### src/rtl/pc_seq_pkg.sv
// ============================================================================
// Module      : pc_seq_pkg
// Description : Shared types and constants for the fetch PC sequencer.
// Revision    : 1.0 - initial release
// ============================================================================
`default_nettype none

package pc_seq_pkg;

   typedef enum logic [1:0] {
      RUN   = 2'd0,
      FLUSH = 2'd1,
      HALT  = 2'd2
   } pc_seq_state_t;

   localparam int PC_INC = 4;
   localparam int PERF_W = 32;

endpackage : pc_seq_pkg

`default_nettype wire

### src/rtl/pc_seq_perf.sv
// ============================================================================
// Module      : pc_seq_perf
// Description : Free-running performance counters for accepted redirects and
//               stalled fetch cycles; both wrap silently.
// Revision    : 1.0 - initial release
// ============================================================================
`default_nettype none

module pc_seq_perf
   import pc_seq_pkg::*;
(
   input  logic              clk,
   input  logic              reset,
   input  logic              Redir_Inc_i,
   input  logic              Stall_Inc_i,
   output logic [PERF_W-1:0] Redir_Cnt_o,
   output logic [PERF_W-1:0] Stall_Cnt_o
);

   logic [PERF_W-1:0] redir_cnt_q;
   logic [PERF_W-1:0] stall_cnt_q;

   always_ff @(posedge clk) begin
      if (reset) begin
         redir_cnt_q <= '0;
         stall_cnt_q <= '0;
      end else begin
         if (Redir_Inc_i) redir_cnt_q <= redir_cnt_q + PERF_W'(1);
         if (Stall_Inc_i) stall_cnt_q <= stall_cnt_q + PERF_W'(1);
      end
   end

   assign Redir_Cnt_o = redir_cnt_q;
   assign Stall_Cnt_o = stall_cnt_q;

endmodule : pc_seq_perf

`default_nettype wire

### src/rtl/pc_sequencer.sv
// ============================================================================
// Module      : pc_sequencer
// Description : Fetch PC register and front-end sequencer (RUN/FLUSH/HALT)
//               around the branch unit. Optional perf counters are built when
//               the macro PC_SEQ_PERF_EN is defined; otherwise they read 0.
// Revision    : 1.0 - initial release
// ============================================================================
`default_nettype none

module pc_sequencer
   import pc_seq_pkg::*;
#(
   parameter int PC_W         = 9,
   parameter int FLUSH_CYCLES = 2
)(
   input  logic              clk,
   input  logic              reset,
   input  logic              Stall,
   input  logic              PcSel,
   input  logic [31:0]       BrPC,
   input  logic              HaltSel,
   input  logic              Resume,
   output logic [PC_W-1:0]   Cur_PC,
   output logic              Fetch_En,
   output logic              Flush,
   output logic              Halted,
   output logic              Misaligned,
   output logic [PERF_W-1:0] Redir_Cnt,
   output logic [PERF_W-1:0] Stall_Cnt
);

   localparam int CNT_W = $clog2(FLUSH_CYCLES + 1);

   pc_seq_state_t    state_q, state_d;
   logic [PC_W-1:0]  pc_q, pc_d;
   logic [CNT_W-1:0] cnt_q, cnt_d;
   logic             mis_q, mis_d;
   logic             redir_acc;
   logic             stall_cyc;

   // Target bits above the PC width are dropped by design.
   logic w_unused_brpc;
   assign w_unused_brpc = ^BrPC[31:PC_W];

   always_ff @(posedge clk) begin
      if (reset) begin
         state_q <= RUN;
         pc_q    <= '0;
         cnt_q   <= '0;
         mis_q   <= 1'b0;
      end else begin
         state_q <= state_d;
         pc_q    <= pc_d;
         cnt_q   <= cnt_d;
         mis_q   <= mis_d;
      end
   end

   always_comb begin
      state_d   = state_q;
      pc_d      = pc_q;
      cnt_d     = cnt_q;
      mis_d     = mis_q;
      Flush     = 1'b0;
      Fetch_En  = 1'b0;
      redir_acc = 1'b0;
      stall_cyc = 1'b0;
      unique case (state_q)
         RUN: begin
            Fetch_En  = ~Stall;
            stall_cyc = Stall;
            if (HaltSel) begin
               Flush   = 1'b1;
               state_d = HALT;
            end else if (PcSel) begin
               Flush = 1'b1;
               if (BrPC[1:0] != 2'b00) begin
                  mis_d   = 1'b1;
                  state_d = HALT;
               end else begin
                  redir_acc = 1'b1;
                  pc_d      = BrPC[PC_W-1:0];
                  cnt_d     = CNT_W'(FLUSH_CYCLES - 1);
                  state_d   = (FLUSH_CYCLES > 1) ? FLUSH : RUN;
               end
            end else if (!Stall) begin
               pc_d = pc_q + PC_W'(PC_INC);
            end
         end
         // Redirect/halt requests here come from squashed instructions.
         FLUSH: begin
            Flush     = 1'b1;
            Fetch_En  = ~Stall;
            stall_cyc = Stall;
            if (!Stall) pc_d = pc_q + PC_W'(PC_INC);
            cnt_d = cnt_q - CNT_W'(1);
            if (cnt_q <= CNT_W'(1)) state_d = RUN;
         end
         HALT: begin
            if (Resume) begin
               pc_d    = pc_q + PC_W'(PC_INC);
               state_d = RUN;
            end
         end
         default: state_d = RUN;
      endcase
   end

   assign Cur_PC     = pc_q;
   assign Halted     = (state_q == HALT);
   assign Misaligned = mis_q;

`ifdef PC_SEQ_PERF_EN
   pc_seq_perf u_perf (
      .clk         (clk),
      .reset       (reset),
      .Redir_Inc_i (redir_acc),
      .Stall_Inc_i (stall_cyc),
      .Redir_Cnt_o (Redir_Cnt),
      .Stall_Cnt_o (Stall_Cnt)
   );
`else
   logic w_unused_perf;
   assign w_unused_perf = redir_acc ^ stall_cyc;
   assign Redir_Cnt     = '0;
   assign Stall_Cnt     = '0;
`endif

endmodule : pc_sequencer

`default_nettype wire
### config.mk
export PLATFORM = sky130hd
export DESIGN_NAME = pc_sequencer
export DESIGN_NICKNAME = d
export VERILOG_FILES = /design/src/rtl/pc_seq_pkg.sv /design/src/rtl/pc_seq_perf.sv /design/src/rtl/pc_sequencer.sv
export SDC_FILE = /design/constraint.sdc
export NUM_CORES = 1
export LEC_CHECK = 0
export ABC_AREA = 1
export CELL_PAD_IN_SITES_DETAIL_PLACEMENT = 1
export CELL_PAD_IN_SITES_GLOBAL_PLACEMENT = 1
export CORE_ASPECT_RATIO = 1.5
export CORE_MARGIN = 3
export CORE_UTILIZATION = 24
export DETAILED_ROUTE_END_ITERATION = 7
export PLACE_DENSITY = 0.94
export SYNTH_ARGS = -nofsm -noshare
export SYNTH_HDL_FRONTEND = slang
export SYNTH_HIERARCHICAL = 1
export SYNTH_SLANG_ARGS = --single-unit
### constraint.sdc
create_clock -name clk -period 3.24 [get_ports clk]
set_clock_uncertainty 0.05 [all_clocks]
set_input_delay 0.486 -clock clk [delete_from_list [all_inputs] [get_ports clk]]
set_output_delay 0.486 -clock clk [all_outputs]
set_load 0.005 [all_outputs]
Word-level counts from Yosys, hierarchy flattened
Index checks and enable logic that the tools add are counted.
- register bits: 14
- input port bits: 38
- output and inout bits: 77
- logic and storage cells: 47
- add/sub/neg operators: 2
- $lt $le $gt $ge: 1
- eq/ne operators: 9
- multiplexer cells: 20
- bitwise gates (word level): 2
- reduce and logical (&&, ||, !) cells: 9
- operators with widths (cell ; number):
    9-bit two-way mux ; 5
    9-bit one-hot mux with 3 select lines ; 1
    2-bit two-way mux ; 8
    4-bit AND reduction ; 3
    2-bit != test (second input constant) ; 5
    9-bit by 3-bit adder with 9-bit output (second input constant) ; 1
    3-bit != test (second input constant) ; 2
    2-bit one-hot mux with 3 select lines ; 1
    2-bit one-hot mux with 2 select lines ; 1
    2-bit nonzero test ; 2
    1-bit two-way mux ; 3
    3-bit AND reduction ; 1
    3-bit nonzero test ; 1
    2-bit by 1-bit == test with 1-bit output (second input constant) ; 1
    2-bit == test (second input constant) ; 1
    2-bit by 1-bit less-or-equal comparator with 1-bit output (second input constant) ; 1
    2-bit zero test ; 1
    1-bit inverter ; 2
    1-bit one-hot mux with 2 select lines ; 1
    2-bit OR reduction ; 1
    2-bit by 1-bit subtractor with 2-bit output (second input constant) ; 1

Longest topological paths before layout
Gate-level depths: netlist (run 1).
- depth after elaboration: 5
- gate-level depth with buffers: 12
- gate-level depth less buffers: 12

Least setup slack after synthesis (run 1)
Ideal clock, no wire load.
- path type: register to register
- start: register state_q[0]
- end: register pc_q[7] (netlist: Cur_PC[7])
- library setup time: 0.109 ns
- arrival time: 1.441 ns
- required time: 3.081 ns
- path slack: 1.640 ns
- stages on the path, launching flop included: 13
- path buffers: 0
- clock period less this slack: 1.600 ns
- cells stage by stage: dfxtp_1 > inv_1 > ha_1 > inv_2 > nor2_2 > nor3b_2 > nand2_2 > inv_1 > nand2_1 > nor2_1 > nand3_1 > nand2_1 > inv_1
- longest elaborated chain between the ends: 3
- elaborated cells between the ends (all ways): 9
- those cells by class: eq/ne (5); mux (1); reduce/logical (3)
- RTL lines (item ; line ; RTL):
    start: declaration ; pc_sequencer.sv:34 ; pc_seq_state_t state_q, state_d;
    start signal: assignment ; pc_sequencer.sv:52 ; state_q <= state_d;
    2-bit == test (*) ; - ;
    named net Halted ; pc_sequencer.sv:26 ; output logic Halted,
    2-bit != test (no line) / 3-bit nonzero test (equally long branches) ; - ;
    4-bit AND reduction (no line) ; - ;
    end signal: assignment ; pc_sequencer.sv:53 ; pc_q <= pc_d;
    end: declaration ; pc_sequencer.sv:35 ; logic [PC_W-1:0] pc_q, pc_d;
Mark *: on every way through the listed nets, which the timed path passes. The rest lies on a longest branch.
A chain may end at the register's enable or synchronous reset.

Worst setup path after layout (run 1)
- start: register state_q[1]
- end: output Fetch_En
- longest elaborated chain between the ends: 3
- elaborated cells between the ends (all ways): 4
- those cells by class: eq/ne (1); mux (1); reduce/logical (2)
- RTL lines (item ; line ; RTL):
    2-bit by 1-bit == test with 1-bit output / 2-bit zero test (equally long branches) ; pc_sequencer.sv:68 ; unique case (state_q)
    2-bit OR reduction (no line) (*) ; - ;
    1-bit two-way mux (*) ; - ;
    end: declaration ; pc_sequencer.sv:24 ; output logic Fetch_En,
Mark *: on every way between the ends. The rest lies on a longest branch, timed or not.

==> run metrics, run 1 <==
GRT Overall Usage=10.5%; Max Root-Sink Buffers=2; r2r endpoint=Cur_PC[7]; P_leak=0.852 nW; critical path type=flop to output port; Hold Vio Cnt, Final=0; Pwr Density=466 mW/mm²; Hold-fix buffers, CTS=0; Sinks on Clock Net=14; cts repair resizes=0; initial antenna violation count=0; Psw=around 0.00034 W; # rows=35; hold path start=cnt_q[0]; Die Span Y=between 100 and 150 µm; clk root buf=clkbuf_8; Via density=4.28; crit path from=state_q[1]; critical path data required time=between 2 and 3 ns; Vias=between 1000 and 1500; Pins Over Slew Limit=0; Core Area=about 0.0063 mm²; CTS tree=built; Netlist Area Pre-Place=about 0.0016 mm²; Cells after Synth=249; Reg2Reg Launch Point=state_q[0]; most frequent cells in the layout=conb_1, nand2_1, clkdlybuf4s50_1; Hold WS=0.423 ns; max frequency=roughly 410 MHz; initial core utilization=25.4%; die area=0.00772 mm²; total grt overflow=0; Final min period=~2.5 ns; sequential power share=a little under 30%; Synth cell types=30; Initial DRC Count=32; TritonCTS Buffers=3; DRC viols=0; Worst-Margin Slew=0.577 ns; dominant cell type by area after synthesis=buf_4; ant diodes=0; Max-cap violations=0; H-tree levels=1; syn_area_per_cell=roughly 6.4 µm²; Setup crit start kind=flop; maximum vdd drop=about 210 µV; relative slew slack=61.4%; most common cell after layout, fill and taps aside=conb_1; filler cell count=846; register area share after synthesis=17.5%; final setup violating endpoints=0; GPL Wtd Cong=around 0.85; Crit Path Max Fanout=7; Clock power frac=21.9%; fin nets=320; I/O Pins=between 100 and 150; crit path to=Fetch_En; outcome=complete, no violations; post-CTS setup buffer count=0; Hold Crit Class=flop to flop; Cell Int Power=roughly 0.00047 W; combinational group share of total power=48.8%; top cells by area, synth=buf_4, dfxtp_1, nand2_1, inv_1, nand3_1; Pwr Total=around 0.00082 W; clock transition at the registers of the reported paths=0.06 ns; crit end category=output port; Syn-to-layout area delta=9.28%; largest net degree at the start of global routing=13; crit path DAT=1.92 ns; Reg2Reg Setup Slack=approximately 1.2 ns; share of cells above drive strength 1=5.45%; R2R depth=12; DRT Wirelength=4.20 mm; Sw Share=a little over two fifths; synth warn=6; Die W=72.8 µm; Detail Placement HPWL=~3.4 mm; worst skew pair latency=0.25 ns; synthesis-stage register bit count=14; DR pass1 iterations=4; Port Buffers=27; Antenna Nets Post-Route=0; Multi-input gate area=953 µm²; final period utilization=approximately 76%; sequential cell area=around 280 µm²; drt wl/cell=12.0 µm; setup TNS=0 ns; first-pass GRT wire length=6.48 mm; vias in the first global route=1459; Yosys top cell area share=30.0%; RSZ-0062 raised after global routing=no
-- critical path, cell delays in order (launching register included) --
cell and delay (ns):
dfxtp_1 0.32, inv_1 0.09, ha_1 0.34, inv_1 0.17, a21oi_1 0.20, clkdlybuf4s50_1 0.54
-- stage by stage --
step	util, %	worst slack, ns	instance area, µm²	cells
floorplan	-	1.64	1840	312
global placement	26.9	0.826	1700	345
detailed placement	26.9	0.789	1700	345
CTS	27.8	0.747	1750	349
global route	27.8	0.638	1750	349
finish	27.8	0.779	1750	349
-- routing by layer --
layer  global-route usage, %  wire length [µm]  up-vias  share of wire, %
li1                        -                 -      715                 -
met3                    2.37               371        7               8.8
met2                    19.1              2130       76                51
met1                    11.5              1630      695                39
met5                       0                 0        -                 0
met4                    4.22                71        0               1.7
-- power groups by stage --
stage                     Clock (W)  Sequential [W]  Combinational [W]
after detailed placement          0        0.000243           0.000398
after floorplan                   0        0.000235           0.000317
after global routing       0.000193        0.000245           0.000453
after global placement            0        0.000240           0.000379
final                      0.000179        0.000240           0.000399
after CTS                  0.000188        0.000239           0.000402
-- cell usage after synthesis (all sizes together) --
library cell	n
o31ai	1
nand3b	2
xor2	2
or2	1
dfxtp	14
ha	6
nor2	18
buf	67
nor3	2
nor3b	2
a31oi	3
nand3	17
inv	27
clkbuf	1
o21bai	1
nand4	3
conb	1
o21ai	8
a21oi	16
o211ai	1
nand2	56
-- worst min-delay path by stage --
stage	cells past startpoint	end
floorplan	1	cnt_q[0]
global placement	2	Misaligned
detailed placement	1	cnt_q[0]
CTS	1	cnt_q[0]
global route	2	Misaligned
finish	1	cnt_q[0]
-- layout make-up --
type	instances	area share (%)
repair buffers	27	15.4
inverters	27	5.78
well taps	74	5.28
multi-input cells	203	54.4
clock buffers	4	3.14
flip-flops and latches	14	16.0
-- flip-flops by register name, indices dropped and copies added, names as in the netlist --
name and count:
state_q 2, Cur_PC 9, Misaligned 1, cnt_q 2
-- cell families after synthesis --
family | share of synthesized area [%]
AOI/OAI and AO/OA | 10.8
xor gates and xnor gates | 1.09
adders and majority gates | 4.68
buffers and inverters | 37.8
DFF | 17.5
other | 0.234
and+or+nand+nor | 27.9
Note: power is estimated with default switching activity, not from simulation.
==> inputs of run 2 (changes only) <==
--- a/config.mk
+++ b/config.mk
@@ -10,9 +10,9 @@
 export CELL_PAD_IN_SITES_GLOBAL_PLACEMENT = 1
 export CORE_ASPECT_RATIO = 1.5
 export CORE_MARGIN = 3
-export CORE_UTILIZATION = 24
+export CORE_UTILIZATION = 22
 export DETAILED_ROUTE_END_ITERATION = 7
-export PLACE_DENSITY = 0.94
+export PLACE_DENSITY = 0.88
 export SYNTH_ARGS = -nofsm -noshare
 export SYNTH_HDL_FRONTEND = slang
 export SYNTH_HIERARCHICAL = 1
==> constraint.sdc (replaced) <==
create_clock -name clk -period 2.4 [get_ports clk]
set_clock_uncertainty 0.05 [all_clocks]
set_input_delay 0.36 -clock clk [delete_from_list [all_inputs] [get_ports clk]]
set_output_delay 0.36 -clock clk [all_outputs]
set_load 0.005 [all_outputs]
==> run 2 against run 1 <==
  * Critical path depth did not move
  * Register-to-register slack lost 0.75 ns
  * Via count down 1.9%
  * Cell count grew 7.4%
  * Design area increased by 2.7%
  * Worst setup slack got worse by 0.57 ns
  * Hold slack worse by 0.013 ns
  * Count of clock-buffer cells in the layout is 1 lower
  * Sequential power increased by 34%
  * First-iteration DRC count fell by 38%
  * Largest power group unchanged
==> run metrics, run 2 (same netlist as run 1, synthesis figures left out) <==
share of cells above drive strength 1=6.83% (+1.4 points); max frequency=457 MHz; GRT Overall Usage=9.81% (-0.73 points); Hold Crit Class=flop to flop; most common cell after layout, fill and taps aside=conb_1; crit path DAT=1.78 ns (-0.14 ns); Clock power frac=19.0% (-2.9 points); Sw Share=43.0% (+0.82 points); post-CTS setup buffer count=0 (unchanged); hold path start=Misaligned; TritonCTS Buffers=3 (unchanged); R2R depth=11 (-1); Max-cap violations=0 (unchanged); Port Buffers=27 (unchanged); Antenna Nets Post-Route=0 (unchanged); ant diodes=0 (unchanged); die area=0.00837 mm² (+8.4%); setup TNS=0 ns (unchanged); fin nets=324 (+1.3%); max reg flops=9 (unchanged); combinational group share of total power=51.1% (+2.3 points); Syn-to-layout area delta=12.2%; critical path data required time=1.99 ns (-0.71 ns); H-tree levels=1 (unchanged); sequential cell area=280 µm² (unchanged); crit end category=output port; sequential power share=29.9% (+0.6 points); worst skew pair latency=0.26 ns (about the same); largest net degree at the start of global routing=10 (-3); Core Area=0.00699 mm² (+11%); Hold-fix buffers, CTS=0 (unchanged); Max Root-Sink Buffers=2 (unchanged); Crit Path Max Fanout=6 (-1); maximum vdd drop=231 µV (+9.5%); Die W=75.7 µm (+4.1%); critical path type=flop to output port; M1 wire length=1.58 mm (-3.1%); DRT Wirelength=4.15 mm (-1.2%); CTS tree=built; Psw=0.000463 W (+34%); DR pass1 iterations=3 (-1); Sinks on Clock Net=14 (unchanged); clk root buf=clkbuf_8; Final Non-Filler Cells=375 (+7.4%); drt wl/cell=11.1 µm (-8.0%); r2r endpoint=Cur_PC[7]; # rows=37 (+5.7%); Reg2Reg Setup Slack=0.43 ns (-0.75 ns); Pwr Density=598 mW/mm² (+28%); final period utilization=91.2%; filler cell count=927 (+9.6%); Setup crit start kind=flop; Final min period=2.19 ns; Reg2Reg Launch Point=state_q[0]; most frequent cells in the layout=conb_1, nand2_1, clkdlybuf4s50_1; DR top layer=met4; GPL Wtd Cong=0.811 (-5.2%); Hold Vio Cnt, Final=0 (unchanged); WL met2=2.16 mm (+1.3%); Met3 Routed Length=383 µm (+3.2%); post-layout util=25.8% (-2.0 points); initial antenna violation count=0 (unchanged); outcome=complete, no violations; RSZ-0062 raised after global routing=no; Multi-input gate area=956 µm² (+0.26%); total grt overflow=0 (unchanged); Cell Int Power=0.000613 W (+30%); DRC viols=0 (unchanged); Initial DRC Count=20 (-38%); I/O Pins=115 (unchanged); P_leak=0.863 nW (+1.2%); Hold WS=0.410 ns (-0.0129 ns); Cells after DPL=372 (+7.8%); Vias=1465 (-1.9%); vias in the first global route=1444 (-1.0%); clock transition at the registers of the reported paths=0.06 ns (about the same); hold path depth=2 (+1); Detail Placement HPWL=3.48 mm (+3.4%); Die Span Y=111 µm (+4.2%); Worst Hold Path EP=Misaligned; initial core utilization=22.9% (-2.5 points); first-pass GRT wire length=6.56 mm (+1.3%); final setup violating endpoints=0 (unchanged); Via density=3.91 (-8.7%); Pins Over Slew Limit=0 (unchanged)
-- run 2: critical path: stages, from the launching register on --
cell and delay (ns):
dfxtp_1 0.33, inv_1 0.11, ha_1 0.24, inv_1 0.12, o21ai_0 0.19, clkdlybuf4s50_1 0.53
-- run 2: area by class of cell --
type	count	share of cell area (%)
multi-input combinational	203	53.1
clock buffer	3	2.29
sequential	14	15.6
tap	97	6.74
inverter	27	5.63
timing repair buffer	31	16.7
-- run 2: power by group through the flow --
stage                     Clock [W]  Sequential (W)  Combinational [W]
after floorplan                   0        0.000317           0.000428
after global placement            0        0.000323           0.000527
after detailed placement          0        0.000327           0.000548
after CTS                  0.000213        0.000322           0.000554
after global routing       0.000220        0.000331           0.000633
final                      0.000204        0.000322           0.000550
-- run 2: repair_timing --
| item | in CTS | in global routing |
|---|---|---|
| gates resized for setup | 0 | 1 |
| setup endpoints to repair | 0 | 1 |
| endpoints found under the hold margin | 0 | 0 |
-- run 2: worst max path at each step --
stage,to,cells after the start,start,slack [ns]
floorplan,Cur_PC[7],12,state_q[0],0.80
global placement,Flush,4,HaltSel,0.35
detailed placement,Cur_PC[7],11,BrPC[0],0.38
CTS,Fetch_En,5,state_q[1],0.11
global route,Flush,5,state_q[0],0.04
finish,Flush,5,state_q[0],0.21
-- run 2: layer usage --
| metal | vias up | track usage [%] |
|---|---|---|
| met4 | 0 | 2.45 |
| li1 | 714 | - |
| met5 | - | 0 |
| met3 | 3 | 2.64 |
| met2 | 75 | 17.5 |
| met1 | 673 | 11.0 |
-- run 2: metrics by stage --
stage | setup WS [ns] | cell area [µm²] | power (W)
floorplan | 0.800 | 1840 | 0.000745
global placement | 0.354 | 1760 | 0.000850
detailed placement | 0.381 | 1760 | 0.000875
CTS | 0.112 | 1800 | 0.00109
global route | 0.0408 | 1800 | 0.00118
finish | 0.211 | 1800 | 0.00108
==> inputs of run 3 (changes only) <==
--- a/config.mk
+++ b/config.mk
@@ -17,3 +17,4 @@
 export SYNTH_HDL_FRONTEND = slang
 export SYNTH_HIERARCHICAL = 1
 export SYNTH_SLANG_ARGS = --single-unit
+export TNS_END_PERCENT = 10
==> results of run 3 <==
Final layout, timing and power as in run 2 (identical DEF).
